### src/rtl/chess_pkg.sv
// chess_pkg: piece/colour encodings, sequencer state codes and the
// back-rank layout shared by game logic and the board write path.
package chess_pkg;

    localparam logic [2:0] PIECE_NONE   = 3'b000;
    localparam logic [2:0] PIECE_PAWN   = 3'b001;
    localparam logic [2:0] PIECE_KNIGHT = 3'b010;
    localparam logic [2:0] PIECE_BISHOP = 3'b011;
    localparam logic [2:0] PIECE_ROOK   = 3'b100;
    localparam logic [2:0] PIECE_QUEEN  = 3'b101;
    localparam logic [2:0] PIECE_KING   = 3'b110;

    localparam logic COLOR_WHITE = 1'b0;
    localparam logic COLOR_BLACK = 1'b1;

    typedef enum logic [1:0] {
        SEQ_IDLE   = 2'd0,
        SEQ_INIT   = 2'd1,
        SEQ_MV_SET = 2'd2,
        SEQ_MV_CLR = 2'd3
    } seq_state_t;

    // R N B Q K B N R from column 0
    function automatic logic [2:0] back_rank(input logic [2:0] col);
        logic [2:0] ty;
        case (col)
            3'd0, 3'd7: ty = PIECE_ROOK;
            3'd1, 3'd6: ty = PIECE_KNIGHT;
            3'd2, 3'd5: ty = PIECE_BISHOP;
            3'd3:       ty = PIECE_QUEEN;
            default:    ty = PIECE_KING;
        endcase
        return ty;
    endfunction

endpackage

### src/rtl/board_init_rom.sv
// board_init_rom: starting position lookup, square {row,col} -> piece.
// Row 0 is the black back rank, row 7 the white back rank.
module board_init_rom
    import chess_pkg::*;
(
    input  logic [5:0] addr,
    output logic [3:0] piece
);

    logic [2:0] row;
    logic [2:0] col;

    assign row = addr[5:3];
    assign col = addr[2:0];

    always_comb begin
        piece = {COLOR_WHITE, PIECE_NONE};
        unique case (1'b1)
            (row == 3'd0): piece = {COLOR_BLACK, back_rank(col)};
            (row == 3'd1): piece = {COLOR_BLACK, PIECE_PAWN};
            (row == 3'd6): piece = {COLOR_WHITE, PIECE_PAWN};
            (row == 3'd7): piece = {COLOR_WHITE, back_rank(col)};
            default:       piece = {COLOR_WHITE, PIECE_NONE};
        endcase
    end

endmodule

### src/rtl/board_write_sequencer.sv
// board_write_sequencer: single owner of the board-store write port.
// Define BOARD_WR_PROMO_EN to turn pawns reaching the last rank into queens.
module board_write_sequencer
    import chess_pkg::*;
#(
    parameter bit INIT_ON_RESET = 1'b1
) (
    input  logic       CLK,
    input  logic       RESET,
    input  logic       init_req,
    input  logic       mv_valid,
    output logic       mv_ready,
    input  logic [5:0] mv_from,
    input  logic [5:0] mv_to,
    input  logic [3:0] mv_piece,
    output logic       brd_wr_en,
    output logic [5:0] brd_wr_addr,
    output logic [3:0] brd_wr_data,
    output logic       busy,
    output logic       init_done,
    output logic [1:0] seq_state
);

    seq_state_t state_q, state_d;
    logic [6:0] cnt_q, cnt_d;
    logic       init_pend_q, init_pend_d;
    logic [5:0] from_q, from_d;
    logic [5:0] to_q, to_d;
    logic       wr_en_d;
    logic [5:0] wr_addr_d;
    logic [3:0] wr_data_d;
    logic       init_done_d;
    logic [5:0] rom_addr;
    logic [3:0] rom_piece;
    logic [3:0] set_piece;
    logic       accept;

    // ROM is indexed by the square the next INIT write targets
    assign rom_addr = (state_q == SEQ_INIT) ? cnt_q[5:0] + 6'd1 : 6'd0;

    board_init_rom u_rom (
        .addr  (rom_addr),
        .piece (rom_piece)
    );

`ifdef BOARD_WR_PROMO_EN
    logic last_rank;

    always_comb begin
        last_rank = (mv_piece[3] == COLOR_WHITE) ? (mv_to[5:3] == 3'd0)
                                                 : (mv_to[5:3] == 3'd7);
        set_piece = mv_piece;
        if (mv_piece[2:0] == PIECE_PAWN && last_rank)
            set_piece = {mv_piece[3], PIECE_QUEEN};
    end
`else
    assign set_piece = mv_piece;
`endif

    assign accept = mv_valid && mv_ready && !init_req && !init_pend_q;

    always_comb begin
        state_d     = state_q;
        cnt_d       = cnt_q;
        init_pend_d = init_pend_q;
        from_d      = from_q;
        to_d        = to_q;
        wr_en_d     = 1'b0;
        wr_addr_d   = 6'd0;
        wr_data_d   = 4'd0;
        init_done_d = 1'b0;
        unique case (state_q)
            SEQ_IDLE: begin
                if (init_pend_q || init_req) begin
                    state_d   = SEQ_INIT;
                    cnt_d     = 7'd0;
                    wr_en_d   = 1'b1;
                    wr_addr_d = rom_addr;
                    wr_data_d = rom_piece;
                end else if (accept) begin
                    state_d   = SEQ_MV_SET;
                    from_d    = mv_from;
                    to_d      = mv_to;
                    wr_en_d   = 1'b1;
                    wr_addr_d = mv_to;
                    wr_data_d = set_piece;
                end
            end
            SEQ_INIT: begin
                if (cnt_q == 7'd63) begin
                    state_d     = SEQ_IDLE;
                    init_pend_d = 1'b0;
                    init_done_d = 1'b1;
                end else begin
                    cnt_d     = cnt_q + 7'd1;
                    wr_en_d   = 1'b1;
                    wr_addr_d = rom_addr;
                    wr_data_d = rom_piece;
                end
            end
            SEQ_MV_SET: begin
                if (init_req)
                    init_pend_d = 1'b1;
                if (from_q == to_q) begin
                    state_d = SEQ_IDLE;
                end else begin
                    state_d   = SEQ_MV_CLR;
                    wr_en_d   = 1'b1;
                    wr_addr_d = from_q;
                end
            end
            SEQ_MV_CLR: begin
                if (init_req)
                    init_pend_d = 1'b1;
                state_d = SEQ_IDLE;
            end
            default: state_d = SEQ_IDLE;
        endcase
    end

    always_ff @(posedge CLK or posedge RESET) begin
        if (RESET) begin
            state_q     <= SEQ_IDLE;
            cnt_q       <= 7'd0;
            init_pend_q <= INIT_ON_RESET;
            from_q      <= 6'd0;
            to_q        <= 6'd0;
            mv_ready    <= 1'b0;
            brd_wr_en   <= 1'b0;
            brd_wr_addr <= 6'd0;
            brd_wr_data <= 4'd0;
            busy        <= 1'b0;
            init_done   <= 1'b0;
            seq_state   <= 2'd0;
        end else begin
            state_q     <= state_d;
            cnt_q       <= cnt_d;
            init_pend_q <= init_pend_d;
            from_q      <= from_d;
            to_q        <= to_d;
            mv_ready    <= (state_d == SEQ_IDLE) && !init_pend_d;
            brd_wr_en   <= wr_en_d;
            brd_wr_addr <= wr_addr_d;
            brd_wr_data <= wr_data_d;
            busy        <= (state_d != SEQ_IDLE) || init_pend_d;
            init_done   <= init_done_d;
            seq_state   <= state_d;
        end
    end

endmodule

### config.mk
export PLATFORM = sky130hd
export DESIGN_NAME = board_write_sequencer
export DESIGN_NICKNAME = d
export VERILOG_FILES = /design/src/rtl/chess_pkg.sv /design/src/rtl/board_init_rom.sv /design/src/rtl/board_write_sequencer.sv
export SDC_FILE = /design/constraint.sdc
export NUM_CORES = 1
export LEC_CHECK = 0
export CAP_MARGIN = 20
export CORE_ASPECT_RATIO = 2
export CORE_MARGIN = 4
export CORE_UTILIZATION = 55
export DETAILED_ROUTE_END_ITERATION = 7
export DONT_BUFFER_PORTS = 1
export PLACE_DENSITY_LB_ADDON = 0.12
export SETUP_SLACK_MARGIN = 0.1
export SLEW_MARGIN = 20
export SYNTH_ARGS = -nofsm -noshare
export SYNTH_HDL_FRONTEND = slang
export SYNTH_HIERARCHICAL = 1
export SYNTH_SLANG_ARGS = --single-unit
export TNS_END_PERCENT = 30
### constraint.sdc
create_clock -name CLK -period 3.3 [get_ports CLK]
set_clock_uncertainty 0.2 [all_clocks]
set_input_delay 0.66 -clock CLK [delete_from_list [all_inputs] [get_ports CLK]]
set_output_delay 0.66 -clock CLK [all_outputs]
set_load 0.02 [all_outputs]
==> out/metrics.cfg <==
[synthesis]
synth_top_family_by_area=simple AND/OR/NAND/NOR gates
synthMuxAreaShare_pct=8.58
yosys.area_share.adder_pct=0.733
synth_top_flop_cell=dfrtp_1
synth_area_um2=1710
syn-num-nets=164
yosysWarningCount=6
synth_xor_xnor_area_share_pct=5.13
synthDistinctLibCells=45
synth-simple-area-share_pct=17.3
avgSynthCellArea_um2=11.9
synth_top_area_cell=dfrtp_1
synthTopCellsByArea=dfrtp_1, mux2_2, xnor2_1, nor2_1, buf_6
ys_seq_area_share_pct=52.9
synth_top_area_share_pct=51.3
synth_edf_count=0
synthArstFlopShare_pct=100
synth_compound_area_share_pct=12.1
syn_inst=143
synth_seq_cells=36

[global_route]
track_usage_pct=20.6
grt_pass1_vias=1184
overflow=0
grt_pass1_wl_mm=5.87
antenna_found_initial=0
grt_max_degree=24

[cts]
cts_tree=built
cts_buffers=5
hold_buffers=0
ctsLongestPathBuffers=2
ctsResizeCount=0
post_cts_buffers=0
htreeDepth=2
cts_root_buf=clkbuf_8
clkLatencyLatePin_ps=290
clk_pin_slew_ps=70
cts.sinks=36

[die]
io_pins=36
die_y_um=86.8
core-area_um2=2980
dieArea_um2=4110
initial_core_util_pct=57.3
rows=28
die-width_um=47.4

[pwr]
seq_power_share_pct=43.5
internal_power_mw=1.02
powerDensity_nw_per_um2=915
switchingPower_uw=641
pwr-share-clk_pct=20.4
swShare_pct=38.5
power.share.combinational_pct=36.0
ir_worst_vdd_mv=0.462
p_leak_nw=0.814

[routing]
drc=0
drt-total-wl_mm=3.63
dr_total_vias=1134
drtPass1Iterations=4
via_per_inst=6.37
wire_per_inst_um=20.4
first_iter_violations=41
ant_nets=0

[layout]
layout.cells.non_filler=178
fin_area_um2=1820
n_antenna_cell=0
fin_nets=168
nFillCells=242
area_growth_pct=6.52
drive_above_1_share_pct=25.0

[critical_path]
worstSetupStartpointType=register
crit_path_max_fanout=8
r2r_end=brd_wr_data[1]
r2r_start=cnt_q[0]
cp_data_required_time_ps=3320
crit_path_end_kind=register
rrSetupSlack_ps=730
path_class=register to register
critPathArrivalTime_ps=2590
reg2reg_depth=9

[sta]
fin_ws_ps=733
hold_viol_final=0
period_needed_ps=2570
maxClockFrequency_mhz=390
drv_slew=0
worst_slew_pin_slew_ps=695
finalSetupViolations=0
post-route-period-util_pct=77.8
final.setup.tns_ps=0
maxSlewHeadroom_pct=53.6
whs_ps=160
rsz0062_at_grt=no

[place]
place_inst=170
io_buffer_count=0
place_congestion=0.902
dp_hpwl_mm=2.70
dp_slack_ps=832
placedInstanceArea_um2=1720

[job]
cap_violations=0

[hold_path]
holdCritPathClass=primary input to async pin

[run_status]
outcome=finished, final reports clean

## cell type report
| class | instances | area [um^2] | area share [%] |
|---|---|---|---|
| clock buffers | 8 | 100 | 5.51 |
| inverters | 4 | 15.0 | 0.826 |
| multi-input cells | 98 | 748 | 41.2 |
| flip-flops and latches | 36 | 902 | 49.6 |
| well taps | 30 | 37.5 | 2.06 |
| repair buffers | 2 | 15.0 | 0.826 |
## sequential cells by signal, summed over array words and instances, names as in the netlist
register     flops
busy             1
cnt_q            7
brd_wr_data      4
state_q          2
init_done        1
to_q             6
from_q           6
brd_wr_addr      6
brd_wr_en        1
mv_ready         1
init_pend_q      1
## how the worst max path moves through the flow
| stage | from | end | slack [ps] | depth (start not counted) |
|---|---|---|---|---|
| after floorplan | cnt_q[0] | busy | 970 | 6 |
| final | cnt_q[0] | brd_wr_data[1] | 730 | 9 |
| after CTS | cnt_q[0] | brd_wr_data[1] | 790 | 9 |
| after detailed placement | cnt_q[0] | brd_wr_data[0] | 830 | 9 |
| after global routing | cnt_q[0] | brd_wr_data[2] | 560 | 9 |
| after global placement | cnt_q[0] | brd_wr_data[2] | 870 | 9 |
## synth_stat cells (all sizes together), types with 2 or more instances
cell type,number
nor4,3
xor2,2
and2,3
a32oi,3
or2,2
nor2b,3
buf,3
a221o,5
xnor2,8
and3,5
nor3,5
nor2,14
nand3,2
inv,4
nand2,6
dfrtp,35
clkbuf,2
nand2b,2
o21ai,2
mux2,13
a21o,3
## per-layer routing
layer | part of all wire [%] | global-route usage, %
met1 | 38 | 24.2
met2 | 53 | 31.7
met3 | 4.5 | 4.99
met4 | 4.3 | 13.1
met5 | 0 | 0
## cells by family (layout without fill, tap and decap cells)
kind of cell             Yosys count  after routing
AND/OR/NAND/NOR                   51             51
flip-flops                        36             36
AO/OA/AOI/OAI                     23             23
multiplexers                      13             13
XOR/XNOR                          10             10
buffers and inverters              9             14
adder cells (fa/ha/maj)            1              1
## worst max-delay path: stages (launching register included)
cell and delay (ps):
dfrtp_1 410, ha_1 260, and3_2 240, xnor2_1 120
nor2_1 450, and3_1 250, nor2_1 60, a211oi_2 250
a32oi_1 150, nor2_1 110
## layout by cell type, fill, tap and decap left out, types with 2 or more instances in the layout
cell      synthesis  routed
a21o_1            3       3
a221o_1           3       3
a221o_2           2       2
a32oi_1           3       3
and2_1            2       2
and3_1            3       3
and3_2            2       2
buf_4             0       2
clkbuf_8          0       7
dfrtp_1          35      35
inv_1             4       4
mux2_2           13      13
nand2_1           5       5
nand2b_1          2       2
nor2_1           14      14
nor2b_1           3       3
nor3_1            5       5
nor4_1            3       3
o21ai_0           2       2
xnor2_1           8       8
xor2_1            2       2
## power groups by stage
stage               Sequential [mW]  Combinational (mW)  Clock, mW
detailed placement            0.734               0.582          0
floorplan                     0.709               0.474          0
global placement              0.729               0.566          0
finish                        0.724               0.599      0.340
global route                  0.742               0.661      0.367
CTS                           0.725               0.589      0.351
## through the flow
stage	utilization, %	total power [mW]
after floorplan	-	1.18
after global placement	57.7	1.30
final	61.1	1.66
after detailed placement	57.7	1.32
after CTS	61.1	1.67
after global routing	61.1	1.77
Note: power is estimated with default switching activity, not from simulation.
